$ cat config.mk
export PLATFORM = sky130hd
export DESIGN_NAME = multicycle_controller
export DESIGN_NICKNAME = d
export VERILOG_FILES = /design/src/rtl/multicycle_controller.sv
export SDC_FILE = /design/constraint.sdc
export NUM_CORES = 1
export LEC_CHECK = 0
export CAP_MARGIN = 20
export CORE_ASPECT_RATIO = 1.75
export CORE_MARGIN = 8
export CORE_UTILIZATION = 45
export CTS_CLUSTER_DIAMETER = 50
export DETAILED_ROUTE_END_ITERATION = 8
export PLACE_DENSITY = 0.71
export SYNTH_ARGS = -nofsm -noshare
export SYNTH_HDL_FRONTEND = slang
export SYNTH_SLANG_ARGS = --single-unit
$ cat constraint.sdc
create_clock -name clk -period 4.5 [get_ports clk]
set_clock_uncertainty 0.2 [all_clocks]
set_input_delay 0.9 -clock clk [delete_from_list [all_inputs] [get_ports clk]]
set_output_delay 0.9 -clock clk [all_outputs]
set_load 0.1 [all_outputs]
$ cat src/rtl/multicycle_controller.sv
// rtl/multicycle_controller.sv - multi-cycle RV32I main control FSM with memory handshake and bus watchdog
module multicycle_controller #(
  parameter int TIMEOUT = 255
) (
  input  logic       clk,
  input  logic       rst_n,
  input  logic [6:0] opcode,
  input  logic       cond_true,
  input  logic       mem_ready,
  output logic [2:0] ctrl_ALU_op,
  output logic [1:0] alu_src_a,
  output logic [1:0] alu_src_b,
  output logic [1:0] result_src,
  output logic       adr_src,
  output logic       mem_req,
  output logic       mem_we,
  output logic       ir_write,
  output logic       pc_write,
  output logic       reg_write,
  output logic       illegal_instr,
  output logic       bus_err
);

  localparam logic [6:0] OP_LOAD   = 7'b0000011;
  localparam logic [6:0] OP_STORE  = 7'b0100011;
  localparam logic [6:0] OP_R      = 7'b0110011;
  localparam logic [6:0] OP_I      = 7'b0010011;
  localparam logic [6:0] OP_BRANCH = 7'b1100011;
  localparam logic [6:0] OP_JAL    = 7'b1101111;
  localparam logic [15:0] TIMEOUT_W = 16'(TIMEOUT);

  typedef enum logic [3:0] {
    S_FETCH, S_DECODE, S_MEMADR, S_MEMRD, S_MEMWB, S_MEMWR,
    S_EXEC_R, S_EXEC_I, S_ALUWB, S_BRANCH, S_JAL, S_TRAP
  } state_t;

  state_t      state, state_next;
  logic [15:0] wd_cnt, wd_cnt_next;
  logic        req_state, timeout_hit, illegal_set, bus_err_set;

  assign req_state   = (state == S_FETCH) || (state == S_MEMRD) || (state == S_MEMWR);
  assign timeout_hit = req_state && !mem_ready && (wd_cnt == TIMEOUT_W);

  always_ff @(posedge clk or negedge rst_n) begin
    if (!rst_n) begin
      state         <= S_FETCH;
      wd_cnt        <= '0;
      illegal_instr <= 1'b0;
      bus_err       <= 1'b0;
    end else begin
      state  <= state_next;
      wd_cnt <= wd_cnt_next;
      if (illegal_set) illegal_instr <= 1'b1;
      if (bus_err_set) bus_err <= 1'b1;
    end
  end

  // Any state change clears the watchdog, covering entry to every request state.
  always_comb begin
    wd_cnt_next = '0;
    if (state_next == state && req_state && !mem_ready) wd_cnt_next = wd_cnt + 16'd1;
  end

  always_comb begin
    state_next  = state;
    illegal_set = 1'b0;
    bus_err_set = 1'b0;
    ctrl_ALU_op = 3'b000;
    alu_src_a   = 2'b00;
    alu_src_b   = 2'b00;
    result_src  = 2'b00;
    adr_src     = 1'b0;
    mem_req     = 1'b0;
    mem_we      = 1'b0;
    ir_write    = 1'b0;
    pc_write    = 1'b0;
    reg_write   = 1'b0;
    case (state)
      S_FETCH: begin
        mem_req   = 1'b1;
        alu_src_b = 2'b10;
        ir_write  = mem_ready;
        pc_write  = mem_ready;
        if (mem_ready) state_next = S_DECODE;
        else if (timeout_hit) begin
          state_next  = S_TRAP;
          bus_err_set = 1'b1;
        end
      end
      S_DECODE: begin
        alu_src_a = 2'b01;
        alu_src_b = 2'b01;
        case (opcode)
          OP_LOAD, OP_STORE: state_next = S_MEMADR;
          OP_R:              state_next = S_EXEC_R;
          OP_I:              state_next = S_EXEC_I;
          OP_BRANCH:         state_next = S_BRANCH;
          OP_JAL:            state_next = S_JAL;
          default: begin
            state_next  = S_TRAP;
            illegal_set = 1'b1;
          end
        endcase
      end
      S_MEMADR: begin
        alu_src_a  = 2'b10;
        alu_src_b  = 2'b01;
        state_next = (opcode == OP_STORE) ? S_MEMWR : S_MEMRD;
      end
      S_MEMRD, S_MEMWR: begin
        mem_req = 1'b1;
        mem_we  = (state == S_MEMWR);
        adr_src = 1'b1;
        if (mem_ready) state_next = (state == S_MEMWR) ? S_FETCH : S_MEMWB;
        else if (timeout_hit) begin
          state_next  = S_TRAP;
          bus_err_set = 1'b1;
        end
      end
      S_MEMWB: begin
        result_src = 2'b01;
        reg_write  = 1'b1;
        state_next = S_FETCH;
      end
      S_EXEC_R: begin
        alu_src_a   = 2'b10;
        ctrl_ALU_op = 3'b010;
        state_next  = S_ALUWB;
      end
      S_EXEC_I: begin
        alu_src_a   = 2'b10;
        alu_src_b   = 2'b01;
        ctrl_ALU_op = 3'b001;
        state_next  = S_ALUWB;
      end
      S_ALUWB: begin
        reg_write  = 1'b1;
        state_next = S_FETCH;
      end
      S_BRANCH: begin
        alu_src_a   = 2'b10;
        ctrl_ALU_op = 3'b011;
        pc_write    = cond_true;
        state_next  = S_FETCH;
      end
      S_JAL: begin
        alu_src_a  = 2'b01;
        alu_src_b  = 2'b10;
        pc_write   = 1'b1;
        reg_write  = 1'b1;
        state_next = S_FETCH;
      end
      S_TRAP:  state_next = S_TRAP;
      default: state_next = S_TRAP;
    endcase
    // Gate straight off the reset pin so nothing glitches before the async reset settles.
    if (!rst_n) begin
      ctrl_ALU_op = 3'b000;
      alu_src_a   = 2'b00;
      alu_src_b   = 2'b00;
      result_src  = 2'b00;
      adr_src     = 1'b0;
      mem_req     = 1'b0;
      mem_we      = 1'b0;
      ir_write    = 1'b0;
      pc_write    = 1'b0;
      reg_write   = 1'b0;
    end
  end

endmodule

## Yosys cells after proc, flatten, opt, wreduce, memory -nomap -nowiden

Cells that the tools add are included.

- Register bits after elaboration: 22
- Latch bits: 0
- Bits in writable memories: 0
- Bits in read-only memories: 0
- Input port bits: 11
- Output and inout bits: 17
- Word-level logic and storage cells: 75
- Memories kept: 0

- Add/sub/neg operators: 1
- $mul: 0
- Div/mod/pow operators: 0
- $lt $le $gt $ge: 0
- Equal/unequal tests: 18
- Shift-type cells: 0
- Multiplexer cells: 33
- Bitwise logic cells: 0
- Reductions and logical operators: 19

Operators with widths:

| kind | count |
|---|---|
| 4-bit case mux with 6 select lines | 1 |
| 4-bit case mux with 5 select lines | 1 |
| 1-bit 2-to-1 mux | 17 |
| 16-bit by 1-bit adder with 16-bit output, second input constant | 1 |
| 16-bit by 8-bit == test with 1-bit output, second input constant | 1 |
| 4-bit by 3-bit == test with 1-bit output, second input constant | 4 |
| 16-bit 2-to-1 mux | 1 |
| 7-bit by 6-bit == test with 1-bit output, second input constant | 2 |
| 7-bit == test, second input constant | 2 |
| 4-bit == test, second input constant | 3 |
| 4-bit 2-to-1 mux | 3 |
| 2-bit OR reduction | 5 |
| 3-bit 2-to-1 mux | 3 |
| 3-bit OR reduction | 3 |
| 4-bit by 2-bit == test with 1-bit output, second input constant | 2 |
| 2-bit case mux with 2 select lines | 2 |
| 4-bit OR reduction | 2 |
| 7-bit by 2-bit == test with 1-bit output, second input constant | 1 |
| 7-bit by 5-bit == test with 1-bit output, second input constant | 1 |
| 2-bit 2-to-1 mux | 3 |
| 2-bit case mux with 3 select lines | 1 |
| 6-bit OR reduction | 1 |
| 4-bit by 1-bit == test with 1-bit output, second input constant | 1 |
| 4-bit == test | 1 |
| 5 further kinds | 9 |

## Logic depth before layout (Yosys ltp)

- Word-level depth: 12
- Depth in mapped cells: 6
- Mapped depth without buffers: 5

## Worst setup path before layout

Ideal clock, no wire load.

- Path type: reg-to-output
- Start point: reg state[1]
- End point: out alu_src_b[0]
- Arrival time: 3.237 ns
- Data required time: 3.400 ns
- Setup slack: 0.163 ns
- Cell stages (with the launch flop): 5
- Path buffers: 2
- Cell sequence: dfrtp_1 -> clkbuf_1 -> buf_1 -> nand2_1 -> a211oi_1

- Cells in the longest elaborated chain, start to end: 4
- Elaborated cells on any way between the ends: 9
- Those cells by class: eq/ne: 4; mux: 2; reduce/logical: 3

RTL lines:

| item | RTL line | RTL |
|---|---|---|
| start: declaration | 37 | `state_t state, state_next;` |
| start signal: assignment | 51 | `state <= state_next;` |
| 4-bit by 1-bit == test with 1-bit output, or another cell as far along | 78 | `case (state)` |
| 3-bit OR reduction (no line) / 2-bit OR reduction (equally long branches) | - |  |
| 2-bit case mux with 2 select lines (*) | 78 |  |
| 2-bit 2-to-1 mux (*) | 157 | `if (!rst_n) begin` |
| end: declaration | 12 | `output logic [1:0] alu_src_b,` |

Every way passes the cells marked *; elsewhere a longest branch is shown, timed or not.

## Worst setup path in the final report

- Start point: in rst_n
- End point: out adr_src

- Cells in the longest elaborated chain, start to end: 1

RTL lines:

| item | RTL line | RTL |
|---|---|---|
| start: declaration | 6 | `input logic rst_n,` |
| 1-bit 2-to-1 mux | 157 |  |
| end: declaration | 14 | `output logic adr_src,` |

Every way passes these cells.

==> results.md <==
- Global Route Usage Sum: 13.5%
- PortBufs: 25
- Fill cells: 284
- Pleak: 0.751 nW
- Worst path cell trace: clkdlybuf4s50_1, buf_4, nand2_1, nor3b_1, buf_12
- DR iter-0 viols: 18
- Hold Worst Slack: 0.270 ns
- Seq pwr share: 48.2%
- WL per Instance: 14.8 um
- Slew Limit Fails: 0
- Synth Area per Inst: 8.72 um2
- GR Overflow Total: 0
- DRC: 0
- Power Internal: 0.000328 W
- Tcrit/Tclk final: 75.8%
- Max Fclk: 293 MHz
- Initial antenna violation count: 0
- WP data required: 3.40 ns
- Longest Clk Path Bufs: 2
- Count of antenna-violating nets left after detailed routing: 0
- Slowest CP cell: clkdlybuf4s50_1
- Power share of the clock group: 43.9%
- Cell Pwr Density: 210 nW/um2
- Main synth FF type: dfrtp_1
- Post-synthesis sequential area ratio: 37.1%
- Worst Setup SP: rst_n
- Clock Tree Root: clkbuf_8
- Utilization after layout: 62.0%
- Final hold violation count: 0
- Pre-CTS setup slack: 1.08 ns
- Nets: 206
- GP Congestion: 0.874
- CP Capture Type: output port
- Synth Instances: 170
- Final setup fails: 0
- Worst path max stage delay: 0.48 ns
- Final TNS setup: 0 ns
- Share of cells above drive strength 1: 17.6%
- CTS tree: built
- Sw Ratio: 20.0%
- Total number of vias: 1328
- Die footprint: 5460 um2
- Switch Pwr: 0.0000820 W
- Final worst path period need: 3.41 ns
- Peak fanout along the critical path: 16
- Die H: 91.9 um
- Chip Width: 59.4 um
- Maxcap violations: 0
- Most numerous cell in the Yosys netlist: dfrtp_1
- HP Start: illegal_instr
- Clock sinks: 22
- Cell taking the most area after synthesis: dfrtp_1
- DPL Wire Length: 2.75 mm
- Top cell type's share of synthesized area: 37.1%
- Antenna cells: 0
- First-pass GRT wire length: 5.94 mm
- Vias in the first global route: 1330
- Hold crit path type: reg -> reg
- Final setup margin: 1.09 ns
- Library cells used by synthesis: 47
- Top cells by count, synth: 22 x dfrtp_1, 13 x nand2_1, 13 x nand3_1, 12 x nor2_1, 10 x nor2_2
- Reg2reg start: wd_cnt[9]
- Synth Warn #: 0
- CTS buffer count: 3
- WL final: 3.49 mm
- Initial DRT Pass Iterations: 4
- CTS H-tree depth: 1
- Unrepaired setup endpoints after global routing: false
- Clk Latency, worst-skew pair: 0.26 ns
- Peak supply drop: 0.256 mV
- IO Count: 28
- CP Launch Type: input pin
- Initial Util: 47.2%
- Total standard cell area after synthesis: 1480 um2
- Top cells by area, synth: dfrtp_1 37%, xor2_1 5.3%, xnor2_1 4.7%, nand3_1 4.4%, nor2_2 4.2%
- Clock-pin transition on the worst setup and hold timing paths: 0.08 ns
- Tightest Pin Transition: 0.968 ns
- Worst EP arrival: 2.31 ns
- Rows: 27
- Largest net degree at the start of global routing: 20
- Crit Path Class: in -> out
- Post-CTS Resized: 0
- Seq cells post-synth: 22
- Post-CTS Setup Inserts: 0
- Run status: completed
- Core footprint: 3140 um2
- Hold_buf cts: 0
- Ys async rst share: 100%
- DR vias/cell: 5.63
- Synth-to-layout area growth: 31.5%
- Slew margin rel.: 35.3%
- Combinational fraction of design power: 7.8%
- Post-synth EDFFs: 0
==> worst max-delay path: cells and delay by family <==
family	cells	cell delay, ns
buf+inv	3	0.93
simple gates	2	0.46
==> per-layer routing <==
metal / vias to the layer above / track usage [%] / routed length, um
met5: - / 0 / 0
met1: 648 / 12.5 / 1290
met3: 6 / 3.08 / 162
li1: 648 / - / -
met4: 0 / 6.02 / 74
met2: 26 / 25.8 / 1970
==> worst paths after layout <==
check	endpoint	slack [ns]	depth (start not counted)
setup / recovery	adr_src	1.09	5
hold / removal	illegal_instr	0.27	1
setup reg to reg	wd_cnt[3]	2.30	4
hold reg to reg	illegal_instr	0.27	1
max in group asynchronous	state[1]	3.14	2
min in group asynchronous	wd_cnt[8]	0.78	2
==> cell families (layout without fill, tap and decap cells) <==
logic type                 count (synthesis)  in the layout  synth area share (%)
and+or+nand+nor                           92             92                  35.3
AOI/OAI and AO/OA                         24             24                  11.6
DFF                                       22             22                  37.1
xor gates and xnor gates                  17             17                  10.0
buffers and inverters                     13             35                  4.89
adders and majority gates                  1              1                 0.844
other                                      1              2                 0.253
==> layout by cell type, fill, tap and decap left out, types with 2 or more instances in the layout <==
cell type and n:
dfrtp_1 22, nand3_1 13, nand2_1 13, buf_12 13
nor2_1 12, clkdlybuf4s50_1 12, nor2_2 10, xor2_1 9
nor3_1 8, a21oi_1 8, xnor2_1 8, nor2b_1 6
nand4_1 6, nand2b_1 5, inv_1 4, or4_1 3
and3_1 3, clkbuf_8 3, a21o_1 2, nor3b_1 2
and4_1 2, conb_1 2, buf_4 2
==> flip-flops by register name, summed over array words and instances (netlist names) <==
signal         count
illegal_instr      1
bus_err            1
state              4
wd_cnt            16
==> power groups by stage <==
stage	Combinational, W	Clock, W	Sequential, W
after floorplan	0.0000128	0	0.000204
after global placement	0.0000314	0	0.000202
after detailed placement	0.0000321	0	0.000202
after CTS	0.0000323	0.000186	0.000198
after global routing	0.0000347	0.000192	0.000198
final	0.0000321	0.000180	0.000198
==> cell type report <==
class	count	area, um2	share of cell area [%]
clock buffer	3	41.3	2.12
sequential	22	551	28.2
multi-input combinational	136	863	44.3
timing repair buffer	27	395	20.3
tap	43	53.8	2.76
inverter	4	15.0	0.770
clock inverter	1	30.0	1.54
==> metrics by stage <==
stage	power [W]	area, um2	instances
2_1_floorplan	0.000216	1490	171
3_5_place_dp	0.000234	1880	232
3_3_place_gp	0.000233	1880	232
5_1_grt	0.000425	1950	236
4_1_cts	0.000416	1950	236
6_report	0.000410	1950	236
No activity file was read; power rests on OpenSTA's default activity.
